==> src/rtl/spi_cmd_sequencer.sv <==
// Command FIFO feeding the SPI register master one frame at a time, with readback capture.
// Define SPI_SEQ_TIMEOUT_EN to abandon a command when the master never raises busy.
module spi_cmd_sequencer #(
    parameter int         WIDTH       = 24,
    parameter int         DEPTH       = 16,
    parameter int         RD_FLAG_BIT = 23,
    parameter logic [7:0] TIMEOUT     = 8'd255
) (
    input  logic                     sys_clk,
    input  logic                     n_rst,
    input  logic [WIDTH-1:0]         i_wr_data,
    input  logic                     i_wr_ena,
    output logic                     o_full,
    output logic [$clog2(DEPTH):0]   o_level,
    output logic                     o_overflow,
    output logic                     o_idle,
    output logic [WIDTH-1:0]         o_spi_in_data,
    output logic                     o_spi_in_ena,
    input  logic                     i_spi_busy,
    input  logic [WIDTH-1:0]         i_spi_miso_reg,
    input  logic                     i_spi_miso_reg_ena,
    output logic [WIDTH-1:0]         o_rd_data,
    output logic                     o_rd_valid,
    output logic                     o_timeout_err
);
    localparam int AW = $clog2(DEPTH);

    if (DEPTH < 2 || DEPTH > 256 || (DEPTH & (DEPTH - 1)) != 0 ||
        RD_FLAG_BIT >= WIDTH || TIMEOUT == 8'd0) begin : g_param_check
        $error("spi_cmd_sequencer: invalid DEPTH, RD_FLAG_BIT or TIMEOUT");
    end

    typedef enum logic [1:0] {
        S_IDLE      = 2'd0,
        S_ISSUE     = 2'd1,
        S_WAIT_BUSY = 2'd2,
        S_WAIT_DONE = 2'd3
    } state_t;

    state_t            r_state, w_state_nxt;
    logic [WIDTH-1:0]  r_mem [DEPTH];
    logic [AW-1:0]     r_wptr, r_rptr;
    logic [AW:0]       r_level;
    logic              r_overflow;
    logic [WIDTH-1:0]  r_in_data;
    logic              r_in_ena, w_in_ena_nxt;
    logic              r_is_read, r_captured;
    logic [WIDTH-1:0]  r_rd_data;
    logic              r_rd_valid;
    logic              w_push, w_pop, w_capture, w_tmo_hit;

    assign o_full   = (r_level == (AW+1)'(DEPTH));
    assign w_push   = i_wr_ena & ~o_full;
    assign w_capture = r_is_read & ~r_captured & i_spi_miso_reg_ena &
                       ((r_state == S_WAIT_BUSY) || (r_state == S_WAIT_DONE));

    always_ff @(posedge sys_clk) begin
        if (w_push) r_mem[r_wptr] <= i_wr_data;
    end

    always_ff @(posedge sys_clk or negedge n_rst) begin
        if (!n_rst) begin
            r_wptr     <= '0;
            r_rptr     <= '0;
            r_level    <= '0;
            r_overflow <= 1'b0;
        end else begin
            if (w_push) r_wptr <= r_wptr + 1'b1;
            if (w_pop)  r_rptr <= r_rptr + 1'b1;
            case ({w_push, w_pop})
                2'b10:   r_level <= r_level + 1'b1;
                2'b01:   r_level <= r_level - 1'b1;
                default: r_level <= r_level;
            endcase
            if (i_wr_ena && o_full) r_overflow <= 1'b1;
        end
    end

    always_ff @(posedge sys_clk or negedge n_rst) begin
        if (!n_rst) r_state <= S_IDLE;
        else        r_state <= w_state_nxt;
    end

    // in_ena is registered, so it is requested one state ahead of where it is seen
    always_comb begin
        w_state_nxt  = r_state;
        w_pop        = 1'b0;
        w_in_ena_nxt = 1'b0;
        case (r_state)
            S_IDLE: begin
                if (r_level != '0 && !i_spi_busy) begin
                    w_pop       = 1'b1;
                    w_state_nxt = S_ISSUE;
                end
            end
            S_ISSUE: begin
                w_in_ena_nxt = 1'b1;
                w_state_nxt  = S_WAIT_BUSY;
            end
            S_WAIT_BUSY: begin
                if (i_spi_busy)     w_state_nxt  = S_WAIT_DONE;
                else if (w_tmo_hit) w_state_nxt  = S_IDLE;
                else                w_in_ena_nxt = 1'b1;
            end
            S_WAIT_DONE: begin
                if (!i_spi_busy) w_state_nxt = S_IDLE;
            end
            default: w_state_nxt = S_IDLE;
        endcase
    end

    always_ff @(posedge sys_clk or negedge n_rst) begin
        if (!n_rst) begin
            r_in_data  <= '0;
            r_in_ena   <= 1'b0;
            r_is_read  <= 1'b0;
            r_captured <= 1'b0;
            r_rd_data  <= '0;
            r_rd_valid <= 1'b0;
        end else begin
            r_in_ena   <= w_in_ena_nxt;
            r_rd_valid <= w_capture;
            if (w_pop) begin
                r_in_data  <= r_mem[r_rptr];
                r_is_read  <= r_mem[r_rptr][RD_FLAG_BIT];
                r_captured <= 1'b0;
            end
            if (w_capture) begin
                r_rd_data  <= i_spi_miso_reg;
                r_captured <= 1'b1;
            end
        end
    end

`ifdef SPI_SEQ_TIMEOUT_EN
    logic [7:0] r_tmo_cnt;
    logic       r_timeout_err;

    assign w_tmo_hit = (r_tmo_cnt == TIMEOUT - 8'd1);

    always_ff @(posedge sys_clk or negedge n_rst) begin
        if (!n_rst) begin
            r_tmo_cnt     <= '0;
            r_timeout_err <= 1'b0;
        end else begin
            if (r_state == S_WAIT_BUSY) r_tmo_cnt <= r_tmo_cnt + 8'd1;
            else                        r_tmo_cnt <= '0;
            if (r_state == S_WAIT_BUSY && !i_spi_busy && w_tmo_hit) r_timeout_err <= 1'b1;
        end
    end

    assign o_timeout_err = r_timeout_err;
`else
    assign w_tmo_hit     = 1'b0;
    assign o_timeout_err = 1'b0;
`endif

    assign o_level       = r_level;
    assign o_overflow    = r_overflow;
    assign o_idle        = (r_level == '0) && (r_state == S_IDLE);
    assign o_spi_in_data = r_in_data;
    assign o_spi_in_ena  = r_in_ena;
    assign o_rd_data     = r_rd_data;
    assign o_rd_valid    = r_rd_valid;
endmodule

==> config.mk <==
export PLATFORM = sky130hd
export DESIGN_NAME = spi_cmd_sequencer
export DESIGN_NICKNAME = d
export VERILOG_FILES = /design/src/rtl/spi_cmd_sequencer.sv
export SDC_FILE = /design/constraint.sdc
export NUM_CORES = 1
export LEC_CHECK = 0
export BUFFER_PORTS_ARGS = -buffer_cell sky130_fd_sc_hd__buf_2
export CORE_ASPECT_RATIO = 1.25
export CORE_UTILIZATION = 54
export CTS_CLUSTER_SIZE = 12
export DETAILED_ROUTE_END_ITERATION = 10
export GPL_TIMING_DRIVEN = 0
export PLACE_DENSITY = 0.78
export SYNTH_ARGS = -nofsm -noshare
export SYNTH_HDL_FRONTEND = slang
export SYNTH_SLANG_ARGS = --single-unit
==> constraint.sdc <==
create_clock -name sys_clk -period 3.4 [get_ports sys_clk]
set_clock_uncertainty 0.1 [all_clocks]
set_input_delay 0 -clock sys_clk [delete_from_list [all_inputs] [get_ports sys_clk]]
set_output_delay 0 -clock sys_clk [all_outputs]
set_load 0.005 [all_outputs]
=== Word-level counts from Yosys, hierarchy flattened ===
Memory sizes are Yosys's and may differ from the RTL's.
Cells that the tools add are included.

* Logic and storage cells: 55
* Bits in writable memories: 384
* Memories kept: 1
* Bits in registers: 68

* Equal/unequal tests: 9
* Mux-type cells: 13
* Bitwise gates (word level): 6
* Add/sub/neg operators: 4
* Reductions and logical operators: 11

{| class="wikitable"
|+ Memories
! name !! words !! bits a word !! rd ports !! clocked after Yosys merged registers in !! write ports !! RTL line !! RTL
|-
| r_mem || 16 || 24 || 1 || 0 || 1 || 41 || <nowiki>logic [WIDTH-1:0] r_mem [DEPTH];</nowiki>
|}

{| class="wikitable"
|+ Operators with widths
! operator !! count
|-
| 5-bit one-hot mux with 2 select lines || 1
|-
| 4-bit by 1-bit adder with 4-bit output, second input constant || 2
|-
| 2-bit one-hot mux with 4 select lines || 1
|-
| 1-bit two-way mux || 7
|-
| 2-bit == test, second input constant || 3
|-
| 2-bit two-way mux || 3
|-
| 2-bit inequality test, second input constant || 3
|-
| 5-bit by 1-bit adder with 5-bit output, second input constant || 1
|-
| 5-bit == test, second input constant || 1
|-
| 5-bit logical NOT || 1
|-
| 5-bit nonzero test || 1
|-
| 5-bit by 1-bit subtractor with 5-bit output, second input constant || 1
|-
| 1-bit bitwise AND || 4
|-
| 2-bit by 1-bit == test with 1-bit output, second input constant || 2
|-
| 2-bit nonzero test || 2
|-
| 1-bit logical AND || 3
|-
| 3-bit AND reduction || 1
|-
| 2-bit logical NOT || 1
|-
| 1-bit NOT || 2
|-
| 1-bit one-hot mux with 2 select lines || 1
|-
| 1-bit logical NOT || 1
|-
| 1-bit logical OR || 1
|}

=== Depth between registers and ports, before layout ===
Gate-level depths: netlist (run 1).

* Depth in word-level cells: 6
* Depth in mapped cells: 13

=== Worst setup path after synthesis (run 1) ===
OpenSTA, ideal clock, no wires.

* Path kind: reg-to-reg
* Start: register r_level[1] (netlist: o_level[1])
* End: memory r_mem[3][0], enable pin
* Data required time: 2.865 ns
* Library setup time: 0.435 ns
* Clock period less this slack: 3.312 ns
* Slack: 0.088 ns
* Stages on the path, launching flop included: 6
* Buffers on the path: 1
* Arrival: 2.777 ns
* Cell sequence: dfrtp_1 clkbuf_2 nor4_4 a21boi_2 nand2_1 nor3_1

* Word-level cells in the longest chain between the ends: 5

{| class="wikitable"
|+ Ends and longest elaborated chain
! element !! RTL line !! RTL
|-
| from (decl) || 43 || <nowiki>logic [AW:0] r_level;</nowiki>
|-
| from (signal assigned) || 71 || <nowiki>2'b10: r_level <= r_level + 1'b1;</nowiki>
|-
| from (signal assigned) || 72 || <nowiki>2'b01: r_level <= r_level - 1'b1;</nowiki>
|-
| from (signal assigned) || 73 || <nowiki>default: r_level <= r_level;</nowiki>
|-
| 5-bit == test || 52 || <nowiki>assign o_full = (r_level == (AW+1)'(DEPTH));</nowiki>
|-
| 1-bit NOT || 53 || <nowiki>assign w_push = i_wr_ena & ~o_full;</nowiki>
|-
| 1-bit bitwise AND || 53 ||
|-
| 1-bit two-way mux || 58 || <nowiki>if (w_push) r_mem[r_wptr] <= i_wr_data;</nowiki>
|-
| 1-bit two-way mux (not written as such) || 58 ||
|-
| to (decl) || 41 ||
|}

Every way passes these cells.

=== Final worst setup path (run 1) ===
* Start: register r_level[1] (netlist: o_level[1])
* End: register r_level[4] (netlist: o_level[4])

* Word-level cells in the longest chain between the ends: 6

{| class="wikitable"
|+ Ends and longest elaborated chain
! element !! RTL line !! RTL
|-
| 5-bit nonzero test (*) || 91 || <nowiki>if (r_level != '0 && !i_spi_busy) begin</nowiki>
|-
| 1-bit logical AND (*) || 91 ||
|-
| 1-bit two-way mux (*) || 91 ||
|-
| 1-bit two-way mux (*) || 89 || <nowiki>case (r_state)</nowiki>
|-
| net w_pop || 50 || <nowiki>logic w_push, w_pop, w_capture, w_tmo_hit;</nowiki>
|-
| 2-bit by 1-bit == test with 1-bit output or 2-bit == test (tied branches) || 70 || <nowiki>case ({w_push, w_pop})</nowiki>
|-
| 5-bit one-hot mux with 2 select lines or 2-bit nonzero test (tied branches) || - ||
|}

Mark *: on every way through the listed nets, which the timed path passes. The rest lies on a longest branch.
A chain may end at the register's enable or synchronous reset.

==> metrics.cfg, run 1 <==
[outcome]
status=complete, no violations

[placement]
dp_hpwl_um=23300
pre_cts_slack_ns=-0.317
place_inst=1355
placed_cell_area_sq_mm=0.0190
place_congestion=0.754
portBuffers=110

[worst_hold_path]
hold_class=in -> reg
min_path_cells=4
hold_end=o_rd_data[3]
hold_start=i_spi_miso_reg_ena

[timing]
fin_hold_ws_ns=0.0683
worstMarginPinSlew_ns=1.05
setup_violations=0
rsz0062_at_grt=false
fmax_mhz=327
period_minus_slack_ns=3.06
tns_ns=0
setup_slack_ns=0.343
slew_violations=0
slew_headroom=0.293
finalCritPeriodShare=0.899
timing.final.hold_violations=0

[critical_path]
reg2reg_slack_ns=0.34
critPathKind=reg -> reg
worst_ep_arrival_time_ns=3.39
r2r_cells=12
end_kind=flop
start_kind=flop
reg2reg_from=o_level[1]
path_max_fanout=11
r2r-end=o_level[4]
cp.required_ns=3.73

[finish]
insertedDiodeCount=0
drive_gt1_frac=0.336
final_common_cell=edfxtp_1
area_growth_pct=19.6
final_util=0.658
post-route-cell-area_sq_mm=0.0210
final_cell_mix=edfxtp_1, buf_2, mux4_2, dfrtp_1, dlygate4sd3_1
layout.nets=1111
nFillCells=2006
final_cells=1489

[clock_network]
clkSinkCount=451
cts_root_buffer=clkbuf_16
path_clk_slew_ns=0.06
cts_buffers=45
clockBufferDepth=3
htree_levels=2
insertion_delay_ns=0.55
cts_tree=done

[yosys]
synthAdderAreaFrac=0.00928
synthArstFlopShare=0.149
synth_top_family_by_area=multiplexers
ys_ff_latch=451
synth_warnings=0
synth_cells=816
synth_area_sq_mm=0.0175
yosysTopAreaCell=edfxtp_1
netlist.area_leader.share=0.658
mappedNetlistNets=882
synthSimpleGateAreaFrac=0.0129
synth-compound-area-share=0.0351
synth-edff-count=384
synthMuxAreaShare=0.162
ys.flop_type=edfxtp_1
synth_area_leaders=edfxtp_1, dfrtp_1, mux4_2, mux4_1, mux2_2
synth_cell_types=50
avgSynthCellArea_sq_um=21.5
synth-xor-area-share=0.00549
ys_seq_area_frac=0.753

[floorplanning]
die_y_um=203
die_w_um=163
start_util=0.550
io_pins=112
die_area_sq_mm=0.0332
core_region_area_sq_mm=0.0319
rows=73

[global_route]
grt-ovfl-total=0
antenna_found_initial=0
groute.usage.overall=0.239
grt_pass1_wl_um=57300
grt_start_max_net_pins=56
grt_pass1_vias=9586

[routing]
wl_um=38400
drtIter0Drc=910
vias=9104
postRouteAntennaNets=0
avgRoutedWirePerCell_um=25.8
dr.pass1.iters=5
viasPerCell=6.11
drc=0

[pwr]
power.density_mw_per_mm2=812
peakVddDrop_v=0.000438
p_leak_nw=7.25
total_power_mw=17.0

[job]
cap_violations=0

worst max-delay path by stage:
stage / from / end / slack (ns) / depth (start not counted)
3_3_place_gp: o_level[1] / r_mem[1][5] / -1.91 / 5
3_5_place_dp: r_state[0] / o_level[4] / -0.32 / 13
5_1_grt: o_level[2] / o_level[4] / 0.12 / 11
4_1_cts: o_level[1] / o_level[4] / 0.08 / 12
6_report: o_level[1] / o_level[4] / 0.34 / 12
2_1_floorplan: o_level[1] / r_mem[3][0] / 0.09 / 5
area by class of cell:
cell class | count | area (sq um) | area share
flip-flops and latches | 451 | 13200 | 0.630
multi-input cells | 309 | 4070 | 0.194
repair buffers | 182 | 1420 | 0.0675
clock buffers | 77 | 1360 | 0.0649
well taps | 412 | 515 | 0.0246
plain buffers | 47 | 344 | 0.0164
inverters | 9 | 33.8 | 0.00161
clock inverters | 2 | 17.5 | 0.000836
repair_timing:
item / 4_1_cts / 5_1_grt
pin swaps: 0 / 1
endpoints found under the setup margin: 4 / 2
endpoints found under the hold margin: 486 / 0
hold buffers: 53 / 0
buffers inserted: 0 / 2
gates resized for setup: 2 / 2
registers in the layout, indices dropped and copies added (netlist names), 2 cells and up:
name           cells
o_level            5
o_rd_data         24
o_spi_in_data     24
r_mem            384
r_rptr             4
r_state            2
r_wptr             4
layer usage:
metal  wire, um  part of all wire  global-route usage  up-vias
met5          0                 0                   0        -
met4       1220             0.032              0.0941        0
met3       2790             0.073              0.0460       78
met2      19800              0.52               0.410      439
met1      14500              0.38               0.301     4746
li1           -                 -                   -     3841
synthesized netlist by cell type (2+ instances only):
library cell / number
buf_1: 2
o21ai_0: 5
and2_1: 2
buf_6: 9
xor2_1: 3
nand2b_1: 4
buf_2: 7
nand2_1: 9
edfxtp_1: 384
o22ai_2: 8
nor2b_1: 2
clkbuf_1: 10
nor3_1: 4
dfrtp_1: 67
mux4_1: 27
buf_4: 10
a21oi_1: 27
mux2_2: 50
inv_1: 9
dlygate4sd1_1: 5
mux4_2: 69
o22ai_1: 40
xnor2_1: 8
nor2_1: 16
ha_1: 13
nand4_1: 2
critical path: stages, from the launching register on:
cell,delay (ns)
dfrtp_1,0.38
clkbuf_2,0.19
nor4_4,0.42
a21oi_4,0.12
clkbuf_4,0.24
ha_1,0.23
clkbuf_1,0.18
xor2_1,0.20
ha_1,0.22
o211a_1,0.23
o31ai_1,0.20
a31oi_1,0.08
xnor2_1,0.14
report_power, final:
part	switching, mW	internal, mW
Sequential	0.377	6.88
Combinational	2.63	2.46
Clock	1.95	2.71
Total	4.97	12.0
cells by family after synthesis:
logic type | count (synthesis)
xor+xnor | 11
flops | 451
buf+inv | 56
other cells | 1
fa+ha+maj | 13
mux | 148
simple gates | 44
compound gates | 92
No activity file was read; power rests on OpenSTA's default activity.
==> run 2, diff against run 1 <==
--- a/config.mk
+++ b/config.mk
@@ -12,6 +12,7 @@
 export DETAILED_ROUTE_END_ITERATION = 10
 export GPL_TIMING_DRIVEN = 0
 export PLACE_DENSITY = 0.78
+export RECOVER_POWER = 100
 export SYNTH_ARGS = -nofsm -noshare
 export SYNTH_HDL_FRONTEND = slang
 export SYNTH_SLANG_ARGS = --single-unit
==> metrics.cfg, run 2 (same netlist as run 1, synthesis figures left out) <==
[outcome]
status=complete, no violations

[global_route]
grt_pass1_wl_um=57300  ; unchanged
grt-ovfl-total=0  ; unchanged
groute.usage.overall=0.239  ; unchanged
grt_start_max_net_pins=56  ; unchanged
grt_pass1_vias=9586  ; unchanged
antenna_found_initial=0  ; unchanged

[finish]
layout.nets=1111  ; unchanged
area_growth_pct=18.2
nFillCells=2067  ; +3.0%
final_common_cell=edfxtp_1
final_cell_mix=edfxtp_1, clkbuf_1, mux4_2, dfrtp_1, buf_2
insertedDiodeCount=0  ; unchanged
regMostFlops=r_mem
largest_register_ffs=384  ; unchanged
drive_gt1_frac=0.269  ; -0.0669

[critical_path]
critPathKind=reg -> reg
reg2reg_from=o_level[1]
worst-path-buf-inv=3  ; unchanged
r2r_cells=7  ; -5
max_stage_delay_ns=0.65  ; +0.23 ns
r2r-end=r_mem[1][7]
path_max_fanout=10  ; -1
end_kind=flop
cp.required_ns=3.47  ; -0.26 ns
start_kind=flop
worst_ep_arrival_time_ns=3.21  ; -0.18 ns
crit_family=buffers and inverters
crit_chain=clkbuf_2 -> nor4_4 -> a21boi_2 -> nand2_1 -> nor3_1 -> clkbuf_1 -> clkbuf_1
reg2reg_slack_ns=0.26  ; -0.08 ns
path_common_cell=clkbuf_1
cp_slowest_cell=clkbuf_1

[timing]
fmax_mhz=319  ; -2.5%
slew_headroom=0.0422  ; -0.251
slew_violations=0  ; unchanged
finalCritPeriodShare=0.922  ; +0.0233
fin_hold_ws_ns=0.0749  ; +0.00659 ns
period_minus_slack_ns=3.14  ; +0.0792 ns
timing.final.hold_violations=0  ; unchanged
setup_violations=0  ; unchanged
worstMarginPinSlew_ns=1.44  ; +0.382 ns
rsz0062_at_grt=false

[clock_network]
clockBufferDepth=3  ; unchanged
cts_tree=done
cts_buffers=45  ; unchanged
cts_root_buffer=clkbuf_16
clkSinkCount=451  ; unchanged
path_clk_slew_ns=0.06  ; about the same
htree_levels=2  ; unchanged
insertion_delay_ns=0.55  ; about the same

[pwr]
p_leak_nw=7.04  ; -3.0%
pwr-share-seq=0.431  ; +0.004
switching_power_mw=4.93  ; -0.77%
clkPwrFrac=0.276  ; +0.002
combinationalPowerShare=0.293  ; -0.006
p_int_mw=11.9  ; -0.82%
peakVddDrop_v=0.000438  ; about the same
swShare=0.292  ; about the same
total_power_mw=16.9  ; -0.81%
power.density_mw_per_mm2=814  ; +0.36%

[routing]
avgRoutedWirePerCell_um=25.9  ; +0.53%
dr.pass1.iters=5  ; unchanged
drc=0  ; unchanged
viasPerCell=6.10  ; -0.25%
drtIter0Drc=895  ; -1.6%
vias=9081  ; -0.25%
wl_um=38600  ; +0.53%
postRouteAntennaNets=0  ; unchanged

[floorplanning]
die_area_sq_mm=0.0332  ; unchanged
die_w_um=163  ; unchanged
rows=73  ; unchanged
core_region_area_sq_mm=0.0319  ; unchanged
start_util=0.550  ; unchanged
die_y_um=203  ; unchanged
io_pins=112  ; unchanged

[worst_hold_path]
hold_class=in -> reg
hold_end=o_rd_data[3]
hold_start=i_spi_miso_reg_ena
min_path_cells=4  ; unchanged

[placement]
dp_hpwl_um=23300  ; unchanged
place_congestion=0.754  ; unchanged
portBuffers=110  ; unchanged

[job]
cap_violations=0  ; unchanged

[run 2: cell count changes in the layout (fill, tap and decap cells not counted), moves of 6 or more]
cell / before / now
nor2_4: 12 / 6
buf_4: 13 / 7
clkbuf_1: 33 / 95
buf_6: 16 / 8
buf_2: 116 / 61
clkbuf_2: 1 / 8
nor2_1: 4 / 10
[run 2: cell type report]
cell class	instances	area, sq um	share of cell area
sequential	451	13200	0.637
multi-input combinational	309	4000	0.193
clock buffer	77	1360	0.0656
timing repair buffer	182	1260	0.0606
tap	412	515	0.0249
buffer	47	325	0.0157
inverter	9	33.8	0.00163
clock inverter	2	17.5	0.000845
[run 2: what timing repair did]
action,4_1_cts,5_1_grt
pin swaps,0,1
hold buffers,53,0
buffers inserted,0,2
gates resized for setup,2,2
endpoints found under the setup margin,4,2
endpoints found under the hold margin,486,0
[run 2: metal layers]
layer / track usage / routed length (um) / up-vias
met4: 0.0941 / 1180 / 0
met2: 0.410 / 20000 / 477
met5: 0 / 0 / -
li1: - / - / 3844
met1: 0.301 / 14400 / 4690
met3: 0.0460 / 2970 / 70
[run 2: worst register-to-register path: stages (launching register included)]
cell,delay [ns]
dfrtp_1,0.35
clkbuf_2,0.22
nor4_4,0.09
a21boi_2,0.35
nand2_1,0.22
nor3_1,0.20
clkbuf_1,0.57
clkbuf_1,0.65
[run 2: stage by stage]
| step | area, sq um | setup WS (ns) | cells | utilization | TNS, ns |
|---|---|---|---|---|---|
| finish | 20700 | 0.264 | 1489 | 0.650 | 0 |
| global route | 20700 | 0.0755 | 1489 | 0.650 | 0 |
| CTS | 20900 | 0.0844 | 1487 | 0.657 | 0 |
| detailed placement | 19000 | -0.317 | 1355 | 0.597 | -0.565 |
| global placement | 18600 | -1.91 | 1338 | 0.584 | -299.06 |
| floorplan | 17500 | 0.0883 | 816 | - | 0 |
[run 2: worst max path at each step]
stage,startpoint,to,slack (ns),depth (start not counted)
after floorplan,o_level[1],r_mem[3][0],0.09,5
final,o_level[1],r_mem[1][7],0.26,7
after global routing,o_level[2],o_level[4],0.08,11
after CTS,o_level[1],o_level[4],0.08,12
after global placement,o_level[1],r_mem[1][5],-1.91,5
after detailed placement,r_state[0],o_level[4],-0.32,13
[run 2: power groups by stage]
stage	Combinational (mW)	Clock (mW)	Sequential, mW
after detailed placement	4.99	0	7.36
after global placement	4.67	0	7.36
after global routing	5.30	4.93	7.35
after floorplan	3.28	0	7.30
after CTS	5.11	4.73	7.27
final	4.94	4.66	7.27
